### config.mk
export PLATFORM = sky130hd
export DESIGN_NAME = sd_block_responder_flat
export DESIGN_NICKNAME = d
export VERILOG_FILES = /design/src/rtl/sd_block_responder_if.sv /design/src/rtl/sd_block_responder.sv /design/src/flat_wrapper.sv
export SDC_FILE = /design/constraint.sdc
export NUM_CORES = 1
export LEC_CHECK = 0
export BUFFER_PORTS_ARGS = -buffer_cell sky130_fd_sc_hd__buf_2
export CAP_MARGIN = 10
export CELL_PAD_IN_SITES_DETAIL_PLACEMENT = 0
export CELL_PAD_IN_SITES_GLOBAL_PLACEMENT = 1
export CORE_MARGIN = 3
export CORE_UTILIZATION = 32
export CTS_CLUSTER_DIAMETER = 60
export DETAILED_ROUTE_END_ITERATION = 6
export HOLD_SLACK_MARGIN = 0.03
export PLACE_DENSITY = 0.87
export SLEW_MARGIN = 20
export SYNTH_ARGS = -nofsm -noshare
export SYNTH_HDL_FRONTEND = slang
export SYNTH_SLANG_ARGS = --single-unit
### constraint.sdc
create_clock -name clk_sys -period 2 [get_ports clk_sys]
set_clock_uncertainty 0.2 [all_clocks]
set_input_delay 0.4 -clock clk_sys [delete_from_list [all_inputs] [get_ports clk_sys]]
set_output_delay 0.4 -clock clk_sys [all_outputs]
set_load 0.02 [all_outputs]
### src/rtl/sd_block_responder_if.sv
// Bundles the sector-request side (sd_*) and the backing-store side (mem_*) of the block responder.
// slave is the responder's view; master is the initiator plus backing store.
interface sd_block_responder_if #(
    parameter int LBA_BITS = 7
);
    logic [31:0]         sd_lba;
    logic                sd_rd;
    logic                sd_wr;
    logic                sd_ack;
    logic [7:0]          sd_buff_addr;
    logic [15:0]         sd_buff_dout;
    logic                sd_buff_wr;
    logic [15:0]         sd_buff_din;
    logic [LBA_BITS+7:0] mem_addr;
    logic                mem_rd;
    logic                mem_wr;
    logic [15:0]         mem_dout;
    logic [15:0]         mem_din;
    logic                mem_ready;

    modport slave (
        input  sd_lba, sd_rd, sd_wr, sd_buff_din, mem_din, mem_ready,
        output sd_ack, sd_buff_addr, sd_buff_dout, sd_buff_wr,
               mem_addr, mem_rd, mem_wr, mem_dout
    );

    modport master (
        output sd_lba, sd_rd, sd_wr, sd_buff_din, mem_din, mem_ready,
        input  sd_ack, sd_buff_addr, sd_buff_dout, sd_buff_wr,
               mem_addr, mem_rd, mem_wr, mem_dout
    );
endinterface

### src/rtl/sd_block_responder.sv
// Responder for 512-byte sector reads/writes over the sd_rd/sd_wr/sd_ack/sd_buff protocol,
// backed by a word-addressed store with a ready handshake.
module sd_block_responder #(
    parameter int LBA_BITS = 7,
    parameter int DIN_LAT  = 2
) (
    input  logic                 clk_sys,
    input  logic                 reset,
    sd_block_responder_if.slave  bus,
    output logic                 busy,
    output logic                 err,
    output logic                 done
);

    typedef enum logic [2:0] {
        IDLE,
        RD_MEM,
        RD_PUSH,
        WR_ADDR,
        WR_WAIT,
        WR_MEM,
        FINISH
    } state_t;

    // DIN_LAT is expected to be at least 1.
    localparam logic [7:0] WAIT_LAST = 8'(DIN_LAT - 1);

    state_t              state;
    state_t              state_next;
    logic [LBA_BITS-1:0] lba;
    logic                oor;
    logic [7:0]          idx;
    logic [15:0]         rd_data;
    logic [15:0]         wr_data;
    logic [7:0]          wait_cnt;

    logic                accept;
    logic                load_rd;
    logic                load_wr;
    logic                idx_inc;
    logic                wait_inc;

    always_ff @(posedge clk_sys) begin
        if (!reset) begin
            state <= IDLE;
        end else begin
            state <= state_next;
        end
    end

    // Out-of-range transfers complete each access immediately so timing matches a ready-tied store.
    always_comb begin
        state_next = state;
        accept     = 1'b0;
        load_rd    = 1'b0;
        load_wr    = 1'b0;
        idx_inc    = 1'b0;
        wait_inc   = 1'b0;
        case (state)
            IDLE: begin
                if (bus.sd_rd) begin
                    accept     = 1'b1;
                    state_next = RD_MEM;
                end else if (bus.sd_wr) begin
                    accept     = 1'b1;
                    state_next = WR_ADDR;
                end
            end
            RD_MEM: begin
                if (oor || bus.mem_ready) begin
                    load_rd    = 1'b1;
                    state_next = RD_PUSH;
                end
            end
            RD_PUSH: begin
                if (idx == 8'hFF) begin
                    state_next = FINISH;
                end else begin
                    idx_inc    = 1'b1;
                    state_next = RD_MEM;
                end
            end
            WR_ADDR: begin
                state_next = WR_WAIT;
            end
            WR_WAIT: begin
                if (wait_cnt == WAIT_LAST) begin
                    load_wr    = 1'b1;
                    state_next = WR_MEM;
                end else begin
                    wait_inc = 1'b1;
                end
            end
            WR_MEM: begin
                if (oor || bus.mem_ready) begin
                    if (idx == 8'hFF) begin
                        state_next = FINISH;
                    end else begin
                        idx_inc    = 1'b1;
                        state_next = WR_ADDR;
                    end
                end
            end
            FINISH: begin
                state_next = IDLE;
            end
            default: begin
                state_next = IDLE;
            end
        endcase
    end

    always_ff @(posedge clk_sys) begin
        if (!reset) begin
            lba      <= '0;
            oor      <= 1'b0;
            idx      <= '0;
            rd_data  <= '0;
            wr_data  <= '0;
            wait_cnt <= '0;
        end else begin
            if (accept) begin
                lba <= bus.sd_lba[LBA_BITS-1:0];
                oor <= |bus.sd_lba[31:LBA_BITS];
                idx <= '0;
            end else if (idx_inc) begin
                idx <= idx + 8'd1;
            end
            if (load_rd) begin
                rd_data <= oor ? 16'h0000 : bus.mem_din;
            end
            if (state == WR_ADDR) begin
                wait_cnt <= '0;
            end else if (wait_inc) begin
                wait_cnt <= wait_cnt + 8'd1;
            end
            if (load_wr && !oor) begin
                wr_data <= bus.sd_buff_din;
            end
        end
    end

    // idx doubles as the buffer address, so it naturally holds between transfers.
    assign bus.sd_ack       = (state != IDLE) && (state != FINISH);
    assign busy             = (state != IDLE) && (state != FINISH);
    assign bus.sd_buff_wr   = (state == RD_PUSH);
    assign bus.sd_buff_addr = idx;
    assign bus.sd_buff_dout = rd_data;
    assign bus.mem_addr     = {lba, idx};
    assign bus.mem_rd       = (state == RD_MEM) && !oor;
    assign bus.mem_wr       = (state == WR_MEM) && !oor;
    assign bus.mem_dout     = wr_data;
    assign done             = (state == FINISH);
    assign err              = (state == FINISH) && oor;

endmodule

### src/flat_wrapper.sv
// flat-port wrapper written by rule: the top's interface ports become plain ports
module sd_block_responder_flat 
#(
    parameter int LBA_BITS = 7,
    parameter int DIN_LAT  = 2
)
  (clk_sys, reset, busy, err, done, bus_sd_lba, bus_sd_rd, bus_sd_wr, bus_sd_buff_din, bus_mem_din, bus_mem_ready, bus_sd_ack, bus_sd_buff_addr, bus_sd_buff_dout, bus_sd_buff_wr, bus_mem_addr, bus_mem_rd, bus_mem_wr, bus_mem_dout);
  sd_block_responder_if #(.LBA_BITS(LBA_BITS)) bus_i ();
  input  logic clk_sys;
  input  logic reset;
  output logic busy;
  output logic err;
  output logic done;
  input wire logic [$bits(bus_i.sd_lba)-1:0] bus_sd_lba;
  input wire logic [$bits(bus_i.sd_rd)-1:0] bus_sd_rd;
  input wire logic [$bits(bus_i.sd_wr)-1:0] bus_sd_wr;
  input wire logic [$bits(bus_i.sd_buff_din)-1:0] bus_sd_buff_din;
  input wire logic [$bits(bus_i.mem_din)-1:0] bus_mem_din;
  input wire logic [$bits(bus_i.mem_ready)-1:0] bus_mem_ready;
  output wire logic [$bits(bus_i.sd_ack)-1:0] bus_sd_ack;
  output wire logic [$bits(bus_i.sd_buff_addr)-1:0] bus_sd_buff_addr;
  output wire logic [$bits(bus_i.sd_buff_dout)-1:0] bus_sd_buff_dout;
  output wire logic [$bits(bus_i.sd_buff_wr)-1:0] bus_sd_buff_wr;
  output wire logic [$bits(bus_i.mem_addr)-1:0] bus_mem_addr;
  output wire logic [$bits(bus_i.mem_rd)-1:0] bus_mem_rd;
  output wire logic [$bits(bus_i.mem_wr)-1:0] bus_mem_wr;
  output wire logic [$bits(bus_i.mem_dout)-1:0] bus_mem_dout;
  assign bus_i.sd_lba = bus_sd_lba;
  assign bus_i.sd_rd = bus_sd_rd;
  assign bus_i.sd_wr = bus_sd_wr;
  assign bus_i.sd_buff_din = bus_sd_buff_din;
  assign bus_i.mem_din = bus_mem_din;
  assign bus_i.mem_ready = bus_mem_ready;
  assign bus_sd_ack = bus_i.sd_ack;
  assign bus_sd_buff_addr = bus_i.sd_buff_addr;
  assign bus_sd_buff_dout = bus_i.sd_buff_dout;
  assign bus_sd_buff_wr = bus_i.sd_buff_wr;
  assign bus_mem_addr = bus_i.mem_addr;
  assign bus_mem_rd = bus_i.mem_rd;
  assign bus_mem_wr = bus_i.mem_wr;
  assign bus_mem_dout = bus_i.mem_dout;
  sd_block_responder #(.LBA_BITS(LBA_BITS), .DIN_LAT(DIN_LAT)) u_core (.clk_sys(clk_sys), .reset(reset), .bus(bus_i), .busy(busy), .err(err), .done(done));
endmodule
# Word level (Yosys, flattened, before mapping)
# Cells that the tools add are included.
[op_classes]
add_sub_neg = 2
n_eq_ne = 13
n_mux = 21
bitwise_logic = 1
reduce_logical = 13
[ops]
columns = ["cell", "n"]
rows = [
  ["OR reduction 25 bit", 1],
  ["two-way mux 3 bit", 7],
  ["case mux 3 bit (6 select lines)", 1],
  ["adder 8 x 1 -> 8 bit, second input constant", 2],
  ["two-way mux 16 bit", 1],
  ["two-way mux 1 bit", 11],
  ["== test 3 bit, second input constant", 3],
  ["== test 8 x 1 -> 1 bit, second input constant", 1],
  ["== test 8 bit, second input constant", 1],
  ["== test 3 x 2 -> 1 bit, second input constant", 2],
  ["!= test 2 x 1 -> 1 bit, second input constant", 3],
  ["!= test 3 bit, second input constant", 2],
  ["logical AND 1 bit", 5],
  ["AND reduction 4 bit", 1],
  ["OR reduction 2 bit", 2],
  ["== test 3 x 1 -> 1 bit, second input constant", 1],
  ["logical NOT 3 bit", 1],
  ["nonzero test 3 bit", 1],
  ["case mux 1 bit (2 select lines)", 1],
  ["logical NOT 1 bit", 1],
  ["logical OR 1 bit", 1],
  ["NOT 1 bit", 1],
]
[word_totals]
reg_bits = 59
inputBits = 69
output_inout_bits = 62
elab_cells = 57

# Longest topological paths before layout
[logic_depth]
ltp_word = 4
depth_mapped = 8
depth_no_buf = 6

# Worst setup path before layout
# OpenSTA, ideal clock, no wires.
[synth_timing]
kind = "register to output"
from = "register u_core.state[1]"
to = "output busy"
t_arrival_ns = 1.405
required_ns = 1.400
path_slack_ns = -0.005
path_stages_with_launch = 5
path_buffers = 2
cell_sequence = "dfxtp_1 > buf_1 > nor2b_1 > or3_1 > buf_4"
[synth_via]
elab_chain_cells = 2
elab_cells_between_ends = 3
classes_between = "1 x eq/ne; 2 x reduce/logical"
[synth_rtl]
columns = ["element", "line_no", "rtl"]
rows = [
  ["from (decl)", "sd_block_responder.sv:28", "state_t state;"],
  ["from (signal assigned)", "sd_block_responder.sv:47", "state <= state_next;"],
  ["!= test 3 bit or nonzero test 3 bit (tied branches)", "--", ""],
  ["logical AND 1 bit (*)", "--", ""],
  ["to (decl)", "flat_wrapper.sv:11", "output logic busy;"],
]
# Every way passes the cells marked *; elsewhere a longest branch is shown, timed or not.

# Worst setup path after layout
[layout_timing]
from = "register u_core.state[2]"
to = "output busy"
[layout_via]
elab_chain_cells = 2
elab_cells_between_ends = 3
classes_between = "1 x eq/ne; 2 x reduce/logical"
[layout_rtl]
columns = ["element", "line_no", "rtl"]
rows = [
  ["!= test 3 bit or nonzero test 3 bit (tied branches)", "sd_block_responder.sv:145", "assign busy = (state != IDLE) && (state != FINISH);"],
  ["logical AND 1 bit (*)", "sd_block_responder.sv:145", ""],
]
# Marks and branches as above.

==> flow_summary.toml <==
[routing]
highest_layer = "met4"
drt_iter0_markers = 90
num_vias = 2715
met1_length_mm = 3.243
drc = 0
wl_met3_um = 685
firstDrtPassIters = 4
ant_nets = 0
wirelength_mm = 7.525
wl_met2_mm = 3.491
vias_per_cell = 4.866
avgRoutedWirePerCell_um = 13.49

[place]
dpl_cell_area_um2 = 3395
gp_congestion = 0.8922
dpl.hpwl_mm = 5.316
io_buffers = 130
place_ws_ns = 0.1086

[yosys]
synth_cell_types = 43
syn_inst = 310
ys_ff_latch = 59
async_flop_share = 0
yosysWarnings = 0
synth_edf_count = 0
synth_area_um2 = 2649
syn_area_per_cell_um2 = 8.544
synth_flop_cell = "dfxtp_1"
ys_seq_area_frac = 0.4459
synth_nets = 382

[cts]
cts_num_sinks = 59
clockRootBuffer = "clkbuf_8"
clk_latency_ns = 0.33
numCtsBuffers = 9
path_clk_slew_ns = 0.07
clock_tree.buffer_depth = 2
htreeDepth = 3
cts_tree = "done"

[final_layout]
layout.nets = 523
drive_gt1_frac = 0.4320
areaGrowthSynthToFinish_pct = 45.35
fin_util = 0.4881
diodes = 0
fin_area_um2 = 3850
fill_cells = 772

[job]
cap_violations = 0

[grt]
grt.overflow.total = 0
grt_pass1_wl_mm = 11.99
grt_antenna_before_repair = 0
grt_usage = 0.1522
grt_max_degree = 37
first_global_vias = 2641

[setup_path]
endpoint_kind = "output port"
path_max_fanout = 3
crit_type = "reg2out"
critical-path-max-stage-delay_ns = 0.40
worst-path-buf-inv = 3
critPathRequiredTime_ns = 1.40
cp_cell_sequence = "buf_6, buf_6, nor2b_4, or3_4, buf_6"
cp_common_cell = "buf_6"
critical_path_arrival_ns = 1.46
crit_family = "simple AND/OR/NAND/NOR gates"
cp_slowest_cell = "or3_4"
start_kind = "register"

[sta]
tns_ns = -0.1407
fmax_mhz = 485.8
timing.final.crit_share = 1.029
rsz0062_at_grt = "true"
drv_slew = 0
hold_violations = 0
maxSlewHeadroom = 0.6150
tightest_slew_ns = 0.5775
setup_ws_ns = -0.05850
fin_crit_ns = 2.058
setup_viol = 3

[power_and_ir_drop]
powerDensity_nw_per_um2 = 833.9
power_leakage_nw = 1.812
power_mw = 3.211
peakVddDrop_mv = 0.4256

[floorplanning]
io_pins = 131
chipWidth_um = 96.98
dieArea_um2 = 9405
core_area_um2 = 7888
chipHeight_um = 96.98
start_util = 0.3358
rows = 32

[hold_path]
min_path_type = "in2reg"

[run_status]
violations = "setup timing"
status = "finished, violations left"
[final cells by class]
| class | count | area (um2) | share of cell area |
|---|---|---|---|
| multi-input combinational | 220 | 1395 | 0.3624 |
| sequential | 59 | 1187 | 0.3084 |
| timing repair buffer | 155 | 915.9 | 0.2379 |
| clock buffer | 10 | 137.6 | 0.03575 |
| tap | 102 | 127.6 | 0.03315 |
| clock inverter | 6 | 63.81 | 0.01657 |
| inverter | 6 | 22.52 | 0.005850 |
[synthesized netlist by cell type (4+ instances only)]
cell type / number / area, um2
buf_2: 4 / 20.02
inv_1: 6 / 22.52
or3_1: 7 / 43.79
nor2_1: 32 / 120.1
dfxtp_1: 59 / 1181
mux2i_1: 16 / 160.2
clkbuf_1: 10 / 37.54
nor4_1: 6 / 37.54
nand3b_1: 17 / 127.6
a21oi_1: 33 / 165.2
nand4_1: 5 / 31.28
nand3_1: 5 / 25.02
o31ai_1: 4 / 30.03
nand2_1: 37 / 138.9
buf_4: 9 / 67.56
o21ai_0: 6 / 30.03
nor3_1: 10 / 50.05
xnor2_1: 6 / 52.55
[where the power goes]
group / internal (mW) / switching [mW]
combinational: 0.380 / 0.450
clock: 0.609 / 0.483
sequential: 1.24 / 0.0435
total: 2.23 / 0.977
[routing by layer]
layer | global-route usage | up-vias
li1 | - | 1359
met1 | 0.1841 | 1233
met2 | 0.2484 | 112
met3 | 0.05047 | 11
met4 | 0.06156 | 0
met5 | 0 | -
[kinds of logic (layout without fill, tap and decap cells)]
family / Yosys count / after routing / synth area share
and+or+nand+nor: 140 / 140 / 0.2801
DFF: 59 / 59 / 0.4459
AOI/OAI and AO/OA: 54 / 54 / 0.1148
buffers and inverters: 31 / 177 / 0.06141
muxes: 16 / 16 / 0.06046
xor gates and xnor gates: 7 / 7 / 0.02315
adders and majority gates: 3 / 3 / 0.01417
[cell usage in the layout (no fill, tap or decap), types with 5 or more instances in the layout]
| cell | n |
|---|---|
| nand4_1 | 5 |
| nand2_1 | 37 |
| mux2i_1 | 16 |
| or3_1 | 6 |
| nor4_1 | 6 |
| buf_2 | 124 |
| nand3_1 | 5 |
| nor2_1 | 31 |
| a21oi_1 | 30 |
| inv_1 | 5 |
| nand3b_1 | 17 |
| clkbuf_8 | 10 |
| o21ai_0 | 6 |
| nor3_1 | 9 |
| buf_6 | 10 |
| buf_4 | 19 |
| xnor2_1 | 6 |
| dfxtp_1 | 56 |
[timing repair]
action | 4_1_cts | 5_1_grt
pin swaps | 1 | 8
hold buffers | 0 | 0
resized for setup | 18 | 24
setup buffers | 5 | 9
setup endpoints to repair | 3 | 22
[through the flow]
stage / hold WS (ns) / instances
floorplan: 0.2853 / 310
global placement: 0.2358 / 528
detailed placement: 0.2428 / 528
CTS: 0.08543 / 549
global route: 0.09837 / 558
finish: 0.1025 / 558
[sequential cells by signal, summed over array words and instances (netlist names)]
signal,cells
u_core.bus.sd_buff_addr,8
u_core.bus.mem_dout,16
u_core.lba,7
u_core.state,3
u_core.oor,1
u_core.wait_cnt,8
u_core.bus.sd_buff_dout,16
[path summary, 6_finish.rpt]
kind | end | slack, ns | cells after the start | startpoint
min | u_core.lba[0] | 0.10 | 3 | bus_sd_lba[0]
max | busy | -0.06 | 5 | u_core.state[2]
max reg2reg | u_core.bus.sd_buff_addr[4] | 0.02 | 6 | u_core.state[2]
min reg2reg | u_core.bus.sd_buff_dout[11] | 0.25 | 2 | u_core.bus.sd_buff_dout[11]
[worst reg2reg max path, delay by kind of cell, from the launching register on]
| kind | cells | cell delay [ns] |
|---|---|---|
| buffers and inverters | 2 | 0.31 |
| flip-flops | 1 | 0.35 |
| AND/OR/NAND/NOR | 2 | 0.76 |
| AO/OA/AOI/OAI | 2 | 0.30 |
Power figures use the tool's default switching activity.
